$ cat config.mk
export PLATFORM = sky130hd
export DESIGN_NAME = riscv_lsu_flat
export DESIGN_NICKNAME = d
export VERILOG_FILES = /design/src/rtl/riscv_pkg.sv /design/src/rtl/riscv_lsu_if.sv /design/src/rtl/riscv_lsu_data_align.sv /design/src/rtl/riscv_lsu.sv /design/src/flat_wrapper.sv
export SDC_FILE = /design/constraint.sdc
export NUM_CORES = 1
export LEC_CHECK = 0
export BUFFER_PORTS_ARGS = -buffer_cell sky130_fd_sc_hd__buf_2
export CAP_MARGIN = 20
export CORE_MARGIN = 2
export CORE_UTILIZATION = 46
export CTS_BUF_LIST = sky130_fd_sc_hd__clkbuf_16
export CTS_CLUSTER_DIAMETER = 120
export CTS_CLUSTER_SIZE = 25
export DETAILED_ROUTE_END_ITERATION = 10
export PLACE_DENSITY = 0.95
export SETUP_SLACK_MARGIN = 0.4
export SYNTH_ARGS = -nofsm -noshare
export SYNTH_HDL_FRONTEND = slang
export SYNTH_SLANG_ARGS = --single-unit
export TNS_END_PERCENT = 30
$ cat constraint.sdc
create_clock -name clk_i -period 2.5 [get_ports clk_i]
set_clock_uncertainty 0.2 [all_clocks]
set_input_delay 0.125 -clock clk_i [delete_from_list [all_inputs] [get_ports clk_i]]
set_output_delay 0.125 -clock clk_i [all_outputs]
set_load 0.02 [all_outputs]
$ cat src/rtl/riscv_pkg.sv
// Shared load/store size codes and LSU state encoding.
package riscv_pkg;
    localparam logic [2:0] LDST_B  = 3'd0;
    localparam logic [2:0] LDST_H  = 3'd1;
    localparam logic [2:0] LDST_W  = 3'd2;
    localparam logic [2:0] LDST_BU = 3'd4;
    localparam logic [2:0] LDST_HU = 3'd5;

    typedef enum logic [1:0] {IDLE, WAIT, DONE} lsu_state_t;
endpackage

$ cat src/rtl/riscv_lsu_if.sv
// Core-side and memory-side signals of the load-store unit.
// The slave modport is the LSU's view; master is the core+memory environment.
interface riscv_lsu_if #(parameter int ADDR_W = 32);
    logic              core_req_i;
    logic              core_we_i;
    logic [2:0]        core_size_i;
    logic [ADDR_W-1:0] core_addr_i;
    logic [31:0]       core_wd_i;
    logic [31:0]       core_rd_o;
    logic              core_stall_o;
    logic              err_o;
    logic              mem_req_o;
    logic              mem_we_o;
    logic [3:0]        mem_be_o;
    logic [ADDR_W-1:0] mem_addr_o;
    logic [31:0]       mem_wd_o;
    logic [31:0]       mem_rd_i;
    logic              mem_ready_i;

    modport slave (
        input  core_req_i, core_we_i, core_size_i, core_addr_i, core_wd_i,
               mem_rd_i, mem_ready_i,
        output core_rd_o, core_stall_o, err_o,
               mem_req_o, mem_we_o, mem_be_o, mem_addr_o, mem_wd_o
    );
    modport master (
        output core_req_i, core_we_i, core_size_i, core_addr_i, core_wd_i,
               mem_rd_i, mem_ready_i,
        input  core_rd_o, core_stall_o, err_o,
               mem_req_o, mem_we_o, mem_be_o, mem_addr_o, mem_wd_o
    );
endinterface

$ cat src/rtl/riscv_lsu_data_align.sv
// Combinational lane logic: byte enables, store replication, load
// extraction/extension and the misaligned/illegal-size check.
module lsu_data_align
    import riscv_pkg::*;
(
    input  logic [2:0]  size_i,
    input  logic [1:0]  addr_lo_i,
    input  logic [31:0] wd_i,
    input  logic [31:0] mem_rd_i,
    output logic [3:0]  be_o,
    output logic [31:0] wd_o,
    output logic [31:0] rd_o,
    output logic        bad_o
);
    logic [31:0] shifted;

    always_comb begin
        shifted = mem_rd_i >> {addr_lo_i, 3'b000};
        be_o    = 4'b0000;
        wd_o    = wd_i;
        rd_o    = 32'd0;
        bad_o   = 1'b0;
        case (size_i)
            LDST_B, LDST_BU: begin
                be_o = 4'b0001 << addr_lo_i;
                wd_o = {4{wd_i[7:0]}};
                rd_o = {{24{shifted[7] & (size_i == LDST_B)}}, shifted[7:0]};
            end
            LDST_H, LDST_HU: begin
                be_o  = 4'b0011 << addr_lo_i;
                wd_o  = {2{wd_i[15:0]}};
                rd_o  = {{16{shifted[15] & (size_i == LDST_H)}}, shifted[15:0]};
                bad_o = addr_lo_i[0];
            end
            LDST_W: begin
                be_o  = 4'b1111;
                rd_o  = mem_rd_i;
                bad_o = |addr_lo_i;
            end
            default: bad_o = 1'b1;
        endcase
    end
endmodule

$ cat src/rtl/riscv_lsu.sv
// Load-store unit: handshake-driven variable stall between core and data
// memory, with sized accesses, timeout and error reporting.
module riscv_lsu
    import riscv_pkg::*;
#(
    parameter int ADDR_W  = 32,
    parameter int TIMEOUT = 16
) (
    input  logic        clk_i,
    input  logic        rst_i,
    riscv_lsu_if.slave  bus
);
    localparam int CW = (TIMEOUT > 0) ? $clog2(TIMEOUT + 1) : 1;

    lsu_state_t  state_q, state_d;
    logic [CW-1:0] cnt_q, cnt_d;
    logic [31:0] rd_q, rd_d;
    logic        err_q, err_d;
    logic        req, stall, mem_req;
    logic [3:0]  al_be;
    logic [31:0] al_wd, al_rd, cap_rd;
    logic        al_bad;

    lsu_data_align u_align (
        .size_i   (bus.core_size_i),
        .addr_lo_i(bus.core_addr_i[1:0]),
        .wd_i     (bus.core_wd_i),
        .mem_rd_i (bus.mem_rd_i),
        .be_o     (al_be),
        .wd_o     (al_wd),
        .rd_o     (al_rd),
        .bad_o    (al_bad)
    );

    assign cap_rd = bus.core_we_i ? 32'd0 : al_rd;

    always_comb begin
        state_d = state_q;
        cnt_d   = cnt_q;
        rd_d    = rd_q;
        err_d   = err_q;
        req     = 1'b0;
        stall   = 1'b0;
        case (state_q)
            IDLE: if (bus.core_req_i) begin
                stall = 1'b1;
                if (al_bad) begin
                    state_d = DONE;
                    err_d   = 1'b1;
                    rd_d    = 32'd0;
                end else begin
                    req = 1'b1;
                    if (bus.mem_ready_i) begin
                        state_d = DONE;
                        err_d   = 1'b0;
                        rd_d    = cap_rd;
                    end else begin
                        state_d = WAIT;
                        cnt_d   = CW'(1);
                    end
                end
            end
            WAIT: begin
                stall = 1'b1;
                req   = 1'b1;
                // Ready takes priority over a timeout landing on the same cycle.
                if (bus.mem_ready_i) begin
                    state_d = DONE;
                    err_d   = 1'b0;
                    rd_d    = cap_rd;
                end else if (TIMEOUT != 0 && cnt_q == CW'(TIMEOUT)) begin
                    state_d = DONE;
                    err_d   = 1'b1;
                    rd_d    = 32'd0;
                end else if (TIMEOUT != 0) begin
                    cnt_d = cnt_q + CW'(1);
                end
            end
            DONE:    state_d = IDLE;
            default: state_d = IDLE;
        endcase
    end

    always_ff @(posedge clk_i or posedge rst_i) begin
        if (rst_i) begin
            state_q <= IDLE;
            cnt_q   <= '0;
            rd_q    <= 32'd0;
            err_q   <= 1'b0;
        end else begin
            state_q <= state_d;
            cnt_q   <= cnt_d;
            rd_q    <= rd_d;
            err_q   <= err_d;
        end
    end

    // Gated by rst_i so the memory request drops as soon as reset asserts.
    assign mem_req          = req & ~rst_i;
    assign bus.mem_req_o    = mem_req;
    assign bus.core_stall_o = stall & ~rst_i;
    assign bus.mem_we_o     = mem_req & bus.core_we_i;
    assign bus.mem_be_o     = mem_req ? al_be : 4'b0000;
    assign bus.mem_addr_o   = mem_req ? {bus.core_addr_i[ADDR_W-1:2], 2'b00} : '0;
    assign bus.mem_wd_o     = mem_req ? al_wd : 32'd0;
    assign bus.core_rd_o    = (state_q == DONE && !rst_i) ? rd_q : 32'd0;
    assign bus.err_o        = (state_q == DONE) & err_q & ~rst_i;
endmodule

$ cat src/flat_wrapper.sv
// flat-port wrapper written by rule: the top's interface ports become plain ports
module riscv_lsu_flat import riscv_pkg::*;
#(
    parameter int ADDR_W  = 32,
    parameter int TIMEOUT = 16
)
  (clk_i, rst_i, bus_core_req_i, bus_core_we_i, bus_core_size_i, bus_core_addr_i, bus_core_wd_i, bus_mem_rd_i, bus_mem_ready_i, bus_core_rd_o, bus_core_stall_o, bus_err_o, bus_mem_req_o, bus_mem_we_o, bus_mem_be_o, bus_mem_addr_o, bus_mem_wd_o);
  riscv_lsu_if #(.ADDR_W(ADDR_W)) bus_i ();
  input  logic clk_i;
  input  logic rst_i;
  input wire logic [$bits(bus_i.core_req_i)-1:0] bus_core_req_i;
  input wire logic [$bits(bus_i.core_we_i)-1:0] bus_core_we_i;
  input wire logic [$bits(bus_i.core_size_i)-1:0] bus_core_size_i;
  input wire logic [$bits(bus_i.core_addr_i)-1:0] bus_core_addr_i;
  input wire logic [$bits(bus_i.core_wd_i)-1:0] bus_core_wd_i;
  input wire logic [$bits(bus_i.mem_rd_i)-1:0] bus_mem_rd_i;
  input wire logic [$bits(bus_i.mem_ready_i)-1:0] bus_mem_ready_i;
  output wire logic [$bits(bus_i.core_rd_o)-1:0] bus_core_rd_o;
  output wire logic [$bits(bus_i.core_stall_o)-1:0] bus_core_stall_o;
  output wire logic [$bits(bus_i.err_o)-1:0] bus_err_o;
  output wire logic [$bits(bus_i.mem_req_o)-1:0] bus_mem_req_o;
  output wire logic [$bits(bus_i.mem_we_o)-1:0] bus_mem_we_o;
  output wire logic [$bits(bus_i.mem_be_o)-1:0] bus_mem_be_o;
  output wire logic [$bits(bus_i.mem_addr_o)-1:0] bus_mem_addr_o;
  output wire logic [$bits(bus_i.mem_wd_o)-1:0] bus_mem_wd_o;
  assign bus_i.core_req_i = bus_core_req_i;
  assign bus_i.core_we_i = bus_core_we_i;
  assign bus_i.core_size_i = bus_core_size_i;
  assign bus_i.core_addr_i = bus_core_addr_i;
  assign bus_i.core_wd_i = bus_core_wd_i;
  assign bus_i.mem_rd_i = bus_mem_rd_i;
  assign bus_i.mem_ready_i = bus_mem_ready_i;
  assign bus_core_rd_o = bus_i.core_rd_o;
  assign bus_core_stall_o = bus_i.core_stall_o;
  assign bus_err_o = bus_i.err_o;
  assign bus_mem_req_o = bus_i.mem_req_o;
  assign bus_mem_we_o = bus_i.mem_we_o;
  assign bus_mem_be_o = bus_i.mem_be_o;
  assign bus_mem_addr_o = bus_i.mem_addr_o;
  assign bus_mem_wd_o = bus_i.mem_wd_o;
  riscv_lsu #(.ADDR_W(ADDR_W), .TIMEOUT(TIMEOUT)) u_core (.clk_i(clk_i), .rst_i(rst_i), .bus(bus_i));
endmodule
==> flow_summary.json <==
{
  "post-synth-top-area-cell": "dfrtp_1",
  "grt_usage_pct": 31.8,
  "powerDensity_nw_per_um2": 439,
  "final_cells": 760,
  "multi_input_area_um2": 2600,
  "criticalPathCategory": "reg -> reg",
  "leakage_uw": 0.00282,
  "grt_pass1_wl_um": 22400,
  "worstSkewPairLatency_ns": 0.28,
  "dieArea_um2": 8850,
  "cp-end-kind": "flop",
  "tns_ns": 0,
  "htree_levels": 2,
  "tightest_slew_ns": 0.865,
  "synth_common_cells": "and2_1 (50), and3_1 (40), dfrtp_1 (40)",
  "fillCellCount": 648,
  "cts_root_buf": "clkbuf_16",
  "crit_path_max_fanout": 8,
  "ys.flop_type": "dfrtp_1",
  "synth.area.top_cells": "dfrtp_1 (27%), and2_1 (8.4%), and3_1 (6.7%), a211oi_1 (5.4%), mux2i_1 (4.8%)",
  "max-cap-violations": 0,
  "die_y_um": 94.1,
  "first_iter_violations": 382,
  "pwr-share-clk_pct": 30.8,
  "p_int_uw": 1530,
  "yosysMostFrequentCell": "and2_1",
  "ys_seq_area_share_pct": 26.8,
  "die_x_um": 94.1,
  "cts_max_path_buffers": 2,
  "sequentialPowerShare_pct": 33.8,
  "slew_headroom_pct": 42.4,
  "status": "completed",
  "hold_path_class": "in -> reg",
  "cts.clk_slew.worst_paths_ns": 0.06,
  "timing.fmax_mhz": 466,
  "synthArstFlopShare_pct": 100,
  "core-area_um2": 7810,
  "fin_nets": 763,
  "crit_family": "compound AO/OA/AOI/OAI gates",
  "antenna_left": 0,
  "io_pins": 208,
  "drive_gt1_share_pct": 42.4,
  "required_ns": 2.50,
  "pre_cts_slack_ns": 0.140,
  "grt_setup_unrepaired": "true",
  "finalHoldViolCount": 0,
  "combPwrFrac_pct": 35.3,
  "grt-ovfl-total": 0,
  "cp_cell_sequence": "inv_1 -> ha_1 -> nand4bb_1 -> buf_4 -> a211oi_1 -> nand3_2 -> o2bb2ai_1",
  "grt_pass1_vias": 4538,
  "hpwl_um": 10500,
  "dr.pass1.iters": 5,
  "cts.sink_count": 40,
  "synth_area_um2": 3730,
  "place_area_um2": 4810,
  "synth_cell_type_count": 50,
  "cts_tree": "built",
  "wl_per_cell_um": 18.8,
  "area.growth.synth_to_final_pct": 41.7,
  "irDropWorstVdd_mv": 0.231,
  "post-place-cells": 730,
  "synth_top_area_share_pct": 26.8,
  "diodes": 0,
  "post-route-min-period_ns": 2.14,
  "cp-start-kind": "flop",
  "vias": 4477,
  "synth-seq-cells": 40,
  "crit_path_top_delay_cell": "dfrtp_1",
  "setup_viol": 0,
  "crit_buf_inv": 2,
  "vias_per_cell": 5.89,
  "fp-row-count": 32,
  "synth_edf_count": 0,
  "antenna_found_initial": 0,
  "drc": 0,
  "grt_max_degree": 41,
  "critPathMaxStageDelay_ns": 0.41,
  "yosys_warnings": 0,
  "setup_ws_ns": 0.355,
  "port_buffers": 205,
  "p_total_uw": 2320,
  "register_area_um2": 1000,
  "wl_um": 14300,
  "gp_congestion": 0.936,
  "design_area_um2": 5290,
  "worstPathArrival_ns": 2.14,
  "switching_share_pct": 34.1,
  "met2_length_um": 7340,
  "met1Wirelength_um": 5260,
  "start_util_pct": 47.8,
  "met3WireLength_um": 1210,
  "avgSynthCellArea_um2": 8.22,
  "cts_buffers": 5,
  "finalCritPeriodShare_pct": 85.8,
  "netlist_instances": 454,
  "report.final.slew_viol_count": 0,
  "top_layer": "met4",
  "p_sw_uw": 792
}
power groups by stage:
stage / clock network (µW) / registers [µW] / logic [µW]
5_1_grt: 751 / 792 / 886
6_report: 715 / 786 / 821
2_1_floorplan: 0 / 765 / 491
3_5_place_dp: 0 / 789 / 736
3_3_place_gp: 0 / 778 / 707
4_1_cts: 716 / 780 / 784
sequential cells by signal, indices dropped and copies added, names as in the netlist:
signal and cells:
u_core.err_q 1, u_core.cnt_q 5, u_core.rd_q 32, u_core.state_q 2
final cells by class:
type,count,area share [%]
Multi-Input combinational cell,360,49.1
Clock inverter,3,0.710
Clock buffer,5,2.37
Inverter,9,0.639
Sequential cell,40,19.0
Timing Repair Buffer,241,25.8
Tap cell,102,2.41
per-layer routing:
| layer | vias up | track usage [%] |
|---|---|---|
| met5 | - | 0 |
| li1 | 2051 | - |
| met3 | 45 | 6.02 |
| met4 | 0 | 12.2 |
| met2 | 275 | 56.0 |
| met1 | 2106 | 38.2 |
layout by cell type (no fill, tap or decap), types with 7 or more instances in the layout:
cell type / count
a211oi_1: 27
a21oi_1: 27
a22oi_1: 7
and2_1: 50
and3_1: 40
buf_2: 203
buf_4: 19
dfrtp_1: 38
dlygate4sd3_1: 15
inv_1: 8
mux2i_1: 18
nand2_1: 19
nand3b_1: 15
nor2_1: 27
nor2b_1: 13
o21ai_0: 25
o2bb2ai_1: 16
o31ai_2: 14
worst register-to-register path, cell delays in order, from the launching register on:
cell and delay (ns):
dfrtp_1 0.41, inv_1 0.11, ha_1 0.15, nand4bb_1 0.15, buf_4 0.18, a211oi_1 0.35
nand3_2 0.29, o2bb2ai_1 0.24
worst paths after layout:
path                                      start           endpoint  slack [ns]  depth (start not counted)
worst max-delay path            u_core.cnt_q[0]    u_core.rd_q[11]        0.36                          7
worst min-delay path            bus_mem_rd_i[5]     u_core.rd_q[5]        0.01                          3
worst max register to register  u_core.cnt_q[0]    u_core.rd_q[11]        0.36                          7
worst min register to register  u_core.rd_q[14]    u_core.rd_q[14]        0.29                          1
max in group asynchronous                 rst_i  u_core.state_q[1]        1.35                          4
min in group asynchronous                 rst_i    u_core.rd_q[28]        0.37                          4
per-stage QoR:
| step | utilization [%] | hold WS [ns] |
|---|---|---|
| after CTS | 66.7 | 0.00987 |
| after floorplan | - | 0.106 |
| after global placement | 61.7 | 0.108 |
| final | 67.7 | 0.0126 |
| after global routing | 67.7 | 0.0280 |
| after detailed placement | 61.7 | 0.130 |
cell families (layout without fill, tap and decap cells):
logic type | count (synthesis) | count (layout) | share of synthesized area, %
mux | 28 | 28 | 9.76
simple gates | 192 | 192 | 30.1
flops | 40 | 40 | 26.8
other cells | 1 | 2 | 0.100
fa+ha+maj | 2 | 2 | 0.670
buf+inv | 55 | 258 | 6.17
compound gates | 136 | 136 | 26.4
timing repair:
item,4_1_cts,5_1_grt
setup endpoints to repair,96,84
hold buffers,15,0
hold endpoints to repair,54,0
gates resized for setup,16,10
pin swaps,2,1
buffers inserted,3,3
Power figures use the tool's default switching activity.
